<file path="config.mk">
export PLATFORM = sky130hd
export DESIGN_NAME = gray_conv_arbiter
export DESIGN_NICKNAME = d
export VERILOG_FILES = /design/src/rtl/gray_pkg.sv /design/src/rtl/bin2gray_core.sv /design/src/rtl/gray_conv_arbiter.sv
export SDC_FILE = /design/constraint.sdc
export NUM_CORES = 1
export LEC_CHECK = 0
export BUFFER_PORTS_ARGS = -buffer_cell sky130_fd_sc_hd__buf_4
export CORE_AREA = 2 2 39 41
export DETAILED_ROUTE_END_ITERATION = 8
export DIE_AREA = 0 0 41 43
export GPL_ROUTABILITY_DRIVEN = 0
export MAX_ROUTING_LAYER = met4
export PLACE_DENSITY = 0.53
export SLEW_MARGIN = 20
export SYNTH_ARGS = -nofsm -noshare
export SYNTH_HDL_FRONTEND = slang
export SYNTH_HIERARCHICAL = 1
export SYNTH_SLANG_ARGS = --single-unit
</file>
<file path="constraint.sdc">
create_clock -name clk -period 2.2 [get_ports clk]
set_input_delay 0.11 -clock clk [delete_from_list [all_inputs] [get_ports clk]]
set_output_delay 0.11 -clock clk [all_outputs]
set_load 0.01 [all_outputs]
</file>
<file path="src/rtl/gray_pkg.sv">
// Shared types for the gray-code arbiter: default width, output FSM states, requester id.
package gray_pkg;

    localparam int GRAY_WIDTH_DEF = 4;

    typedef enum logic {
        EMPTY = 1'b0,
        FULL  = 1'b1
    } state_e;

    typedef logic req_id_t;

endpackage

</file>
<file path="src/rtl/bin2gray_core.sv">
// Combinational binary-to-gray converter, WIDTH-parameterised.
module bin2gray_core #(
    parameter int WIDTH = 4
) (
    input  logic [WIDTH-1:0] bin_i,
    output logic [WIDTH-1:0] gray_o
);

    always_comb begin
        gray_o[WIDTH-1] = bin_i[WIDTH-1];
        for (int i = 0; i < WIDTH - 1; i++) begin
            gray_o[i] = bin_i[i+1] ^ bin_i[i];
        end
    end

endmodule

</file>
<file path="src/rtl/gray_conv_arbiter.sv">
// Two-requester round-robin arbiter feeding a single-entry gray-code output register.
// Optional per-requester saturating accept counters when GRAY_CONV_STATS_EN is defined.
module gray_conv_arbiter
    import gray_pkg::*;
#(
    parameter int WIDTH   = GRAY_WIDTH_DEF,
    parameter int RR_INIT = 0
) (
    input  logic             clk,
    input  logic             rst_n,
    input  logic             req0_valid,
    input  logic [WIDTH-1:0] req0_bin,
    output logic             req0_ready,
    input  logic             req1_valid,
    input  logic [WIDTH-1:0] req1_bin,
    output logic             req1_ready,
    output logic             out_valid,
    output logic [WIDTH-1:0] out_gray,
    output logic             out_id,
    input  logic             out_ready
`ifdef GRAY_CONV_STATS_EN
    ,
    output logic [7:0]       stat_cnt0,
    output logic [7:0]       stat_cnt1
`endif
);

    // Handshake: a word moves when valid and ready are both high at a rising edge;
    // ready is combinational and never high for both requesters or during reset.
    localparam req_id_t RR_RST = RR_INIT[0];

    state_e           state_q;
    logic [WIDTH-1:0] gray_q;
    req_id_t          id_q;
    req_id_t          rr_q;

    logic             can_accept;
    logic             accept;
    req_id_t          grant_id;
    logic [WIDTH-1:0] sel_bin;
    logic [WIDTH-1:0] sel_gray;

    always_comb begin
        can_accept = rst_n && ((state_q == EMPTY) || out_ready);
        grant_id   = 1'b0;
        if (req0_valid && req1_valid) begin
            grant_id = ~rr_q;
        end else if (req1_valid) begin
            grant_id = 1'b1;
        end
        accept     = can_accept && (req0_valid || req1_valid);
        req0_ready = accept && (grant_id == 1'b0);
        req1_ready = accept && (grant_id == 1'b1);
        sel_bin    = grant_id ? req1_bin : req0_bin;
    end

    bin2gray_core #(
        .WIDTH (WIDTH)
    ) u_core (
        .bin_i  (sel_bin),
        .gray_o (sel_gray)
    );

    always_ff @(posedge clk) begin
        if (!rst_n) begin
            state_q <= EMPTY;
            gray_q  <= '0;
            id_q    <= 1'b0;
            rr_q    <= RR_RST;
        end else begin
            case (state_q)
                EMPTY: begin
                    if (accept) begin
                        state_q <= FULL;
                        gray_q  <= sel_gray;
                        id_q    <= grant_id;
                        rr_q    <= grant_id;
                    end
                end
                FULL: begin
                    // Drain and refill in the same cycle keeps one word per cycle.
                    if (accept) begin
                        gray_q <= sel_gray;
                        id_q   <= grant_id;
                        rr_q   <= grant_id;
                    end else if (out_ready) begin
                        state_q <= EMPTY;
                    end
                end
                default: state_q <= EMPTY;
            endcase
        end
    end

    assign out_valid = (state_q == FULL);
    assign out_gray  = gray_q;
    assign out_id    = id_q;

`ifdef GRAY_CONV_STATS_EN
    logic [7:0] cnt0_q, cnt0_d;
    logic [7:0] cnt1_q, cnt1_d;

    always_comb begin
        cnt0_d = cnt0_q;
        cnt1_d = cnt1_q;
        if (req0_ready && (cnt0_q != 8'hFF)) begin
            cnt0_d = cnt0_q + 8'd1;
        end
        if (req1_ready && (cnt1_q != 8'hFF)) begin
            cnt1_d = cnt1_q + 8'd1;
        end
    end

    always_ff @(posedge clk) begin
        if (!rst_n) begin
            cnt0_q <= 8'd0;
            cnt1_q <= 8'd0;
        end else begin
            cnt0_q <= cnt0_d;
            cnt1_q <= cnt1_d;
        end
    end

    assign stat_cnt0 = cnt0_q;
    assign stat_cnt1 = cnt1_q;
`endif

endmodule

</file>
# After elaboration in Yosys (flattened, before gate mapping)
# Index checks and enable logic that the tools add are counted.
classes:
  n_mux: 9
  n_bitwise: 6
  n_reduce_logical: 7
op_table:
  columns: ["operator", "n"]
  rows:
  - ["$mux 4", 2]
  - ["$mux 1", 6]
  - ["$logic_and 1x1->1", 5]
  - ["$not 1->1", 3]
  - ["$xor 1x1->1", 3]
  - ["$logic_or 1x1->1", 2]
  - ["$pmux 1 s2", 1]
totals:
  reg_bits: 6
  in_bits: 13
  out_inout_bits: 8
  elab_cells: 25

# Longest topological paths before layout
logic_depth:
  ltp_word: 6
  mapped_depth: 7
  ltp_nobuf: 6

# Modules after synthesis
# Netlist, hierarchy kept.
modules_own_cells:
  columns: ["mod", "instances", "cells_each", "area_per_inst_um2", "seq_area_each_um2"]
  rows:
  - ["gray_conv_arbiter", 1, 34, 339.1, 120.1]
  - ["bin2gray_core", 1, 4, 33.8, 0.0]

# Worst setup path before layout
# Ideal clock, no wire load.
synth_timing:
  kind: "reg2reg"
  start: "register rr_q"
  end: "register gray_q[1], in the netlist out_gray[1]"
  setup_ps: 128
  arrival_ps: 1286
  required_ps: 2072
  path_slack_ps: 787
  stages_incl_launch_ff: 8
  n_path_buf: 1
  period_less_slack_ps: 1413
  cell_sequence: "dfxtp_1 nand2_1 and2_4 buf_6 mux2_4 xor2_1 nand2_1 mux2i_1"
synth_between:
  elab_chain_cells: 5
synth_lines:
  columns: ["item", "line_no", "rtl"]
  rows:
  - ["start: declaration", "gray_conv_arbiter.sv:35", "req_id_t rr_q;"]
  - ["start signal: assignment", "gray_conv_arbiter.sv:77", "rr_q <= grant_id;"]
  - ["start signal: assignment", "gray_conv_arbiter.sv:85", "rr_q <= grant_id;"]
  - ["$not 1->1", "gray_conv_arbiter.sv:47", "grant_id = ~rr_q;"]
  - ["$mux 1", "gray_conv_arbiter.sv:46", "if (req0_valid && req1_valid) begin"]
  - ["$mux 4", "gray_conv_arbiter.sv:54", "sel_bin = grant_id ? req1_bin : req0_bin;"]
  - ["via sel_bin[1]", "gray_conv_arbiter.sv:40", "logic [WIDTH-1:0] sel_bin;"]
  - ["$xor 1x1->1", "bin2gray_core.sv:12", "gray_o[i] = bin_i[i+1] ^ bin_i[i];"]
  - ["via sel_gray[1]", "gray_conv_arbiter.sv:41", "logic [WIDTH-1:0] sel_gray;"]
  - ["$mux 4", "gray_conv_arbiter.sv:73, gray_conv_arbiter.sv:82", null]
  - ["end signal: assignment", "gray_conv_arbiter.sv:75", "gray_q <= sel_gray;"]
  - ["end signal: assignment", "gray_conv_arbiter.sv:83", "gray_q <= sel_gray;"]
  - ["end: declaration", "gray_conv_arbiter.sv:33", "logic [WIDTH-1:0] gray_q;"]
# The timed path passes the listed nets, and every way through them passes these cells. The select of a mux whose other input is x is not followed.
# A chain may end at the register's enable or synchronous reset.

# Final worst setup path
layout_timing:
  start: "register state_q, in the netlist out_valid"
  end: "output req1_ready"
layout_between:
  elab_chain_cells: 5
layout_lines:
  columns: ["item", "line_no", "rtl"]
  rows:
  - ["start: declaration", "gray_conv_arbiter.sv:32", "state_e state_q;"]
  - ["start signal: assignment", "gray_conv_arbiter.sv:66", "state_q <= EMPTY;"]
  - ["start signal: assignment", "gray_conv_arbiter.sv:74", "state_q <= FULL;"]
  - ["start signal: assignment", "gray_conv_arbiter.sv:87", "state_q <= EMPTY;"]
  - ["$not 1->1", null, null]
  - ["$logic_or 1x1->1", "gray_conv_arbiter.sv:44", "can_accept = rst_n && ((state_q == EMPTY) || out_ready);"]
  - ["$logic_and 1x1->1", "gray_conv_arbiter.sv:44", null]
  - ["$logic_and 1x1->1", "gray_conv_arbiter.sv:51", "accept = can_accept && (req0_valid || req1_valid);"]
  - ["$logic_and 1x1->1", "gray_conv_arbiter.sv:53", "req1_ready = accept && (grant_id == 1'b1);"]
  - ["end: declaration", "gray_conv_arbiter.sv:16", "output logic req1_ready,"]
# No other way between the ends.

==> impl_summary.md <==
STA
Setup violations remaining at the end of the flow were counted as 0. The final hold violation count was 0. In the finished design, the share of the clock period the worst path needs comes to 0.672.

The maximum frequency from static timing analysis is 676 MHz. On the final layout, the worst hold slack is 113 ps. The final critical path time including I/O delays and setup is 1480 ps. The worst relative slew slack is 0.771. The number of slew-limit violations in the final report is 0. The post-route clock skew is 1.91 ps.

Setup repair after global routing left no endpoint under its margin. At the pin with the least slew margin, the transition time is 343 ps. Setup total negative slack on the finished layout was measured at 0 ps.

Floorplan
The effective utilization at floorplan is 0.269. The region available for standard cell placement spans 1380 µm². The floorplan step defined a die boundary enclosing 1760 µm².

For this design the top-level I/O count stands at 21. The die is 43 µm tall. The floorplan has 14 rows. Measured along the x axis, the die boundary spans 41 µm.

Synthesis
The synthesized netlist occupies a cell area of 373 µm². The register bit count reported by yosys is 6. The post-synthesis simple-gate area fraction is 0.221.

The share of synthesized area in the top cell type comes to 0.322. The number of nets handed over by synthesis was 51. The average cell area after synthesis is 9.81 µm². The number of library cell types mapped by synthesis is 16.

The combinational family with the most area after synthesis is multiplexers. Summed over all instances, the cell type with the most area after synthesis is dfxtp_1. The share of the synthesized area in compound gates (AO/OA/AOI/OAI) came to 0.0570.

By area the synthesized netlist is led by dfxtp_1 (32%), mux2_4 (16%), mux2i_1 (11%). The sequential-to-total area share from yosys stat is 0.322. During synthesis, Yosys emitted a total of 6 warnings. Of the post-synthesis cell area, the part taken by muxes is 0.268. The number of standard cells after synthesis is 38. Of the total synthesized cell area, the portion taken by full adders, half adders and majority gates is 0. The xor and xnor fraction of the mapped netlist area is 0.0705.

Setup path
The category of cells accounting for the largest share of critical-path delay is simple AND/OR/NAND/NOR gates. The number of cell instances on the worst register-to-register path is 6. The worst setup slack for register-to-register paths is 840 ps.

The largest fanout on the critical path is 6. STA classifies the critical path startpoint as a register. The kind of critical path is reg2out. The worst register-to-register path ends at out_gray[2]. For the worst setup path, the data arrival time is 1370 ps.

Counting buffers and inverters, the worst setup path is 4 cells deep. The maximum single-stage delay on the critical path is 310 ps. Traced cell by cell, the critical path runs through nor2b_1 -> nor2_2 -> and3_2 -> buf_4. The startpoint identified for the worst register-to-register timing path is rr_q.

The launch point of the worst path is out_valid. The last element of the critical path is req1_ready. STA classifies the critical path endpoint as a primary output.

The slowest cell on the critical path is dfxtp_1. Together, buffers and inverters on the worst path number 1. The data required time of the critical path is 2090 ps.

Drt
The average wire length per cell after detail routing is 10.6 µm. After the first detailed-routing iteration, the DRC count stood at 4. For this run, design rule violations remaining after detail routing come to 0. The routed wire length is 781 µm.

In the routed layout, each cell is associated on average with a via count of 4.45. The total vias in the final route is 329. The count of nets left with antenna violations once routing finished came out at 0.

The first-pass iteration count of the detailed router is 3.

Global route
The first global-routing pass estimated 1100 µm of wire. Entering global routing, the biggest net connects 13 pins. The number of global-route vias before repair is 287.

The number of antenna violations at the first check in global routing is 0. The total routing usage reported by global routing is 0.0997. The total overflow left after global routing is 0.

CTS
The CTS H-tree depth is 1. The clock insertion delay at the later pin of the skew report is 240 ps. The clock net sink count is 6. In this run, CTS created clock tree buffers numbering 3. The clock slew seen by the registers of the worst setup and hold paths is 40 ps. After clock tree synthesis, the repair step resized 0 gates. The TritonCTS clock tree is done. Once the clock tree was built, the setup fixing pass inserted 0 buffers. Buffers inserted to repair hold after CTS numbered 0. Clock tree synthesis selected as its root buffer the cell clkbuf_4. The maximum clock path buffer count is 2.

Placement
The number of input and output port buffers inserted is 20. The wire-length estimate of the detail-placed layout is 599 µm. The instance count after placement with tap cells included is 71.

Hold path
The cell depth of the worst min-delay path is 2. The tightest min-delay check is of the in2reg type.

Flow run
The tool flagged a number of max-cap violations equal to 0.

Power and ir drop
The total power density per cell area is 600 nW/µm². The post-route total power is 0.326 mW. The maximum resistive drop on vdd is 392 µV. The leakage power is 0.280 nW.

Layout
After filler insertion, the fill cell instance count of the layout stands at 148. The layout-stage area growth over the synthesis result is 45.6%. The number of nets in the finished design is 73. In the final layout, the share of cells above drive strength 1 is 0.569. The number of antenna diodes in the final layout is 0. The number of non-filler instances in the completed layout is 74.

Outcome
The flow ran to the end, and the final reports show no timing, DRC or antenna violations.
-- stage by stage --
stage               utilization  setup slack (ps)  instance area (µm²)
floorplan                     -               787                  373
finish                    0.392               721                  543
detailed placement        0.376               881                  520
CTS                       0.392               704                  543
global route              0.392               643                  543
global placement          0.376               893                  520
-- logic make-up after synthesis --
kind of cell           after synthesis
AND/OR/NAND/NOR                     16
multiplexers                         8
flip-flops                           6
XOR/XNOR                             3
buffers and inverters                3
AO/OA/AOI/OAI                        2
-- state kept, by name (all words and copies together), names as in the netlist --
signal,count
rr_q,1
out_gray,4
out_valid,1
-- worst register-to-register path, stage by stage, from the launching register on --
cell     delay [ps]
dfxtp_1         350
nand2_1          80
and2_4          190
mux2_4          310
xor2_1          160
nand2_1          70
mux2i_1         130
-- cells in the mapped netlist (all sizes together) --
cell / number
mux2i: 4
clkbuf: 1
and2: 1
xor2: 3
and3b: 1
dfxtp: 6
nand2: 9
buf: 2
o31a: 1
nor2b: 2
and3: 1
o221a: 1
mux2: 4
nor2: 2
-- metal layers --
layer / vias up / GRT usage / part of all wire
li1: 166 / - / -
met1: 153 / 0.0962 / 0.40
met2: 8 / 0.144 / 0.53
met3: 2 / 0.0628 / 0.055
met4: 0 / 0.0600 / 0.018
met5: - / - / 0
-- worst min path at each step --
stage	startpoint	end	slack [ps]
CTS	req0_valid	out_valid	100
global placement	req0_valid	out_valid	360
detailed placement	req0_valid	out_valid	360
global route	req0_valid	out_valid	100
finish	req0_valid	out_valid	110
floorplan	req0_valid	out_valid	250
-- cells in the final DEF, fill, tap and decap left out --
cell type and n:
nor2_1 1, dfxtp_1 6, nand2_1 9, mux2_4 4, nor2b_1 2, mux2i_1 4, o31a_2 1, clkbuf_4 3
and3b_2 1, nor2_2 1, and2_4 1, xor2_1 3, and3_2 1, buf_4 20, o221a_2 1
-- layout make-up --
cell class / instances / area (µm²) / area share
multi-input cells: 29 / 230 / 0.424
repair buffers: 20 / 150 / 0.276
flip-flops and latches: 6 / 120 / 0.221
clock buffers: 3 / 22.5 / 0.0415
well taps: 16 / 20.0 / 0.0369
-- power by group --
group	switching [mW]	internal, mW
Sequential	0.00562	0.121
Combinational	0.0394	0.0581
Clock	0.0405	0.0618
Total	0.0855	0.240
(Power assumes the default switching activity.)
